--- config.mk ---
export PLATFORM = sky130hd
export DESIGN_NAME = cordic_seq
export DESIGN_NICKNAME = d
export VERILOG_FILES = /design/src/rtl/cordic_seq.sv
export SDC_FILE = /design/constraint.sdc
export NUM_CORES = 1
export LEC_CHECK = 0
export CORE_AREA = 2 2 39 41
export DETAILED_ROUTE_END_ITERATION = 8
export DIE_AREA = 0 0 41 43
export PLACE_DENSITY = 0.65
export SYNTH_ARGS = -nofsm -noshare
export SYNTH_HDL_FRONTEND = slang
export SYNTH_SLANG_ARGS = --single-unit
--- constraint.sdc ---
create_clock -name clk -period 2.7 [get_ports clk]
set_clock_uncertainty 0.1 [all_clocks]
set_input_delay 0.27 -clock clk [delete_from_list [all_inputs] [get_ports clk]]
set_output_delay 0.27 -clock clk [all_outputs]
set_load 0.1 [all_outputs]
--- src/rtl/cordic_seq.sv ---
// CORDIC iteration sequencer: load, N_ITER micro-rotation steps, done pulse.
// Optional vectoring-mode support is enabled with CORDIC_VECTOR_MODE_EN.
module cordic_seq #(
  parameter int ADDR_WIDTH = 4,
  parameter int N_ITER     = 16
) (
  input  logic                  clk,
  input  logic                  rst,
  input  logic                  start,
  input  logic                  abort,
`ifdef CORDIC_VECTOR_MODE_EN
  input  logic                  mode,
`endif
  input  logic                  z_sign,
  input  logic                  y_sign,
  output logic                  ld,
  output logic                  step_en,
  output logic [ADDR_WIDTH-1:0] addr,
  output logic                  dir,
  output logic                  busy,
  output logic                  done
);

  typedef enum logic [1:0] {IDLE, LOAD, ITER, DONE} state_t;

  localparam logic [ADDR_WIDTH-1:0] LAST_ADDR = ADDR_WIDTH'(N_ITER - 1);

  state_t                  state_q, state_d;
  logic [ADDR_WIDTH-1:0]   addr_q, addr_d;
  logic                    ld_q, step_en_q, busy_q, done_q;

`ifdef CORDIC_VECTOR_MODE_EN
  logic mode_q, mode_d;
`else
  logic y_sign_unused;
  assign y_sign_unused = y_sign;
`endif

  always_comb begin
    state_d = state_q;
    addr_d  = addr_q;
`ifdef CORDIC_VECTOR_MODE_EN
    mode_d  = mode_q;
`endif
    case (state_q)
      IDLE: begin
        if (start) begin
          state_d = LOAD;
`ifdef CORDIC_VECTOR_MODE_EN
          mode_d  = mode;
`endif
        end
      end
      LOAD: begin
        state_d = ITER;
        addr_d  = '0;
      end
      ITER: begin
        // Terminate on compare so addr never runs past the last iteration.
        if (addr_q == LAST_ADDR) begin
          state_d = DONE;
          addr_d  = '0;
        end else begin
          addr_d  = addr_q + 1'b1;
        end
      end
      default: state_d = IDLE;
    endcase
    if (abort) begin
      state_d = IDLE;
      addr_d  = '0;
`ifdef CORDIC_VECTOR_MODE_EN
      mode_d  = mode_q;
`endif
    end
  end

  // Status outputs are registered alongside the state so they never see input glitches.
  always_ff @(posedge clk) begin
    if (rst) begin
      state_q   <= IDLE;
      addr_q    <= '0;
      ld_q      <= 1'b0;
      step_en_q <= 1'b0;
      busy_q    <= 1'b0;
      done_q    <= 1'b0;
`ifdef CORDIC_VECTOR_MODE_EN
      mode_q    <= 1'b0;
`endif
    end else begin
      state_q   <= state_d;
      addr_q    <= addr_d;
      ld_q      <= (state_d == LOAD);
      step_en_q <= (state_d == ITER);
      busy_q    <= (state_d != IDLE);
      done_q    <= (state_d == DONE);
`ifdef CORDIC_VECTOR_MODE_EN
      mode_q    <= mode_d;
`endif
    end
  end

  assign ld      = ld_q;
  assign step_en = step_en_q;
  assign addr    = addr_q;
  assign busy    = busy_q;
  assign done    = done_q;

`ifdef CORDIC_VECTOR_MODE_EN
  assign dir = step_en_q & (mode_q ? y_sign : ~z_sign);
`else
  assign dir = step_en_q & ~z_sign;
`endif

endmodule

==> results.md <==
- Status: finished, final reports clean
- Clock-pin slew on the worst setup and hold paths: around 0.070 ns
- Post-synth ARST share: 0%
- Initial DRC count: 10
- Placer Congestion: roughly 0.72
- Max Freq: approximately 640 MHz
- Worst setup EP type: flop
- Footprint of the multi-input gates: between 200 and 250 µm²
- # setup viols final: 0
- Global-route wire length before repair: 1.35 mm
- Main combinational cell family by area after synthesis: simple AND/OR/NAND/NOR gates
- Delay-heaviest family, CP: adder cells
- CP Launch Type: flop
- Die width: just over 40 µm
- Post-synth top area cell: dfxtp_1
- WL final: between 800 and 900 µm
- Combinational share of power: roughly 14%
- Worst path buffer plus inverter count: 1
- Worst skew pair latency: ~0.26 ns
- Congestion Overflow GR: 0
- Max Cap Viol: 0
- Cell Area, Synth: about 440 µm²
- TritonRoute pass-1 iters: 4
- Clock sinks: 10
- Fin crit share: between 50% and 60%
- Power Density: approximately 550 nW/µm²
- Synth top area cells: dfxtp_1 46%, ha_1 11%, nand2_1 4.3%
- Wire length per cell: 10.6 µm
- RSZ-0062 raised after global routing: no
- Storage cell area: around 200 µm²
- Worst slew pin tran: roughly 0.28 ns
- Leakage: 0.245 nW
- Uppermost layer routed: met3
- Routed wl met3: between 40 and 50 µm
- CTS root buf: clkbuf_4
- Synth Area in Simple Gates: 27.5%
- Post-route antenna net violation count: 0
- Compound-cell area share of the yosys netlist: about an eighth
- Synth Area in Adders: a little under an eighth
- Largest net degree at the start of global routing: 9
- Post-DP HPWL: ~620 µm
- Clk network pwr share: approximately two fifths
- Synth Area in XOR/XNOR: 0%
- Mux cell area share after synthesis: 0%
- Net Sw Frac: 25.1%
- Layout area overhead: 37.2%
- Vias per cell: roughly 4.8
- Yosys cell types: 21
- Largest stage delay on the critical path: approximately 0.40 ns
- CTS tree: done
- Flops & latches, synth: 10
- Final Hold Fails: 0
- Top-Level Pins: 15
- Number of synthesized flops with an enable pin: 0
- Sequential area share after synthesis: a little under half
- CTS H-tree depth: 1
- Hold depth: 2
- CP Depth: 5
- Worst-path fanout max: 6
- WP data required: ~2.8 ns
- Crit path max-delay cell type: ha_1
- Row count: 14
- Diodes inserted: 0
- Die Ht: 43 µm
- Psw: 0.0000831 W
- Syn Inst Count: 48
- Int Pwr: ~0.00025 W
- Cts bufs inserted: 3
- Sequential share of power: a little under half
- DR vias: 386
- Core area: around 1400 µm²
- Layout fillers: ~150
- Avg Inst Size Synth: between 9 and 10 µm²
- Met1 Wirelength: roughly 400 µm
- Yosys warning total: 0
- Post-synth top flop: dfxtp_1
- Commonest cells post-synth: 10 x dfxtp_1, 5 x nand2_1, 4 x ha_1
- Antenna violations before repair: 0
- Worst path arrival time: between 1.5 and 2 ns
- Starting Density: 31.6%
- Post-synthesis net count: 58
- Slew headroom: between 80 and 90%
- Port bufs: 13
- Setup Crit Path Kind: flop to flop
- Hold/Removal Path Class: flop to flop
- Count leader, synth: dfxtp_1
- Hold slack: 0.395 ns
- Tot GR Track Use: between 10 and 15%
- Setup TNS: 0 ns
- Post-synth top area share: 45.8%
- Post-CTS Setup Bufs: 0
- Max-slew violation count: 0
- Proportion of layout cells with a drive suffix above 1: ~25%
- Drc violations: 0
- Post-CTS sizing: 0
- Tmin final: ~1.6 ns
- Worst vdd ir: between 0.15 and 0.2 mV
- CP cell instances: inv_1, ha_1, nand2_1, or3_1, a31oi_1
- Clock tree buffer depth: 2
- # hold bufs at CTS: 0
- Worst Reg-to-Reg Cells: 5
- Vias in the first global route: 321
- Met2 wire length: 404 µm
- NumNets Final: 75
- Total die area: 1760 µm²
## cell type report
class | count | share of cell area, %
multi-input cells | 34 | 37.4
well taps | 16 | 3.34
clock buffers | 4 | 6.05
inverters | 3 | 1.88
repair buffers | 13 | 18.0
flip-flops and latches | 10 | 33.4
## final timing paths
check	from	end	slack, ns
worst max-delay path	state_q[0]	addr[3]	1.14
worst min-delay path	addr[1]	addr[1]	0.40
worst max register to register	state_q[0]	addr[3]	1.14
worst min register to register	addr[1]	addr[1]	0.40
## layout by cell type (no fill, tap or decap), types with 2 or more instances in the layout
| cell type | count |
|---|---|
| a21oi_1 | 3 |
| and2_1 | 2 |
| buf_4 | 9 |
| clkbuf_4 | 3 |
| clkdlybuf4s50_1 | 4 |
| dfxtp_1 | 10 |
| ha_1 | 4 |
| inv_1 | 3 |
| nand2_1 | 5 |
| nand3_1 | 3 |
| nand4_1 | 2 |
| nand4b_1 | 2 |
| nor2_1 | 2 |
## cells by family after synthesis
| group | count (synthesis) |
|---|---|
| compound gates | 8 |
| fa+ha+maj | 4 |
| buf+inv | 4 |
| flops | 10 |
| simple gates | 22 |
## power groups by stage
stage / Combinational, W / Clock [W] / Sequential [W]
6_report: 0.0000466 / 0.000131 / 0.000153
5_1_grt: 0.0000493 / 0.000147 / 0.000153
4_1_cts: 0.0000467 / 0.000137 / 0.000153
3_5_place_dp: 0.0000466 / 0 / 0.000156
3_3_place_gp: 0.0000463 / 0 / 0.000156
2_1_floorplan: 0.0000157 / 0 / 0.000173
## state kept, by name, indices dropped and copies added, names as in the netlist
name,count
ld,1
state_q,2
busy,1
done,1
addr,4
step_en,1
## per-stage QoR
stage	area (µm²)	worst slack (ns)	total power, W	instances	utilization [%]
floorplan	439	0.420	0.000189	48	-
global placement	563	1.19	0.000202	76	40.7
detailed placement	563	1.15	0.000203	76	40.7
CTS	599	1.13	0.000336	80	43.3
global route	599	1.03	0.000349	80	43.3
finish	599	1.14	0.000331	80	43.3
## tightest hold or removal path: cells and delay by family (launching register included)
family,cells,cell delay [ns]
flops,1,0.33
compound gates,1,0.05
simple gates,1,0.06
## metal layers
metal / GRT usage, % / vias up
met5: 0 / -
met4: 12.0 / 0
met3: 1.57 / 0
met2: 13.8 / 10
met1: 15.9 / 173
li1: - / 203
Note: power is estimated with default switching activity, not from simulation.
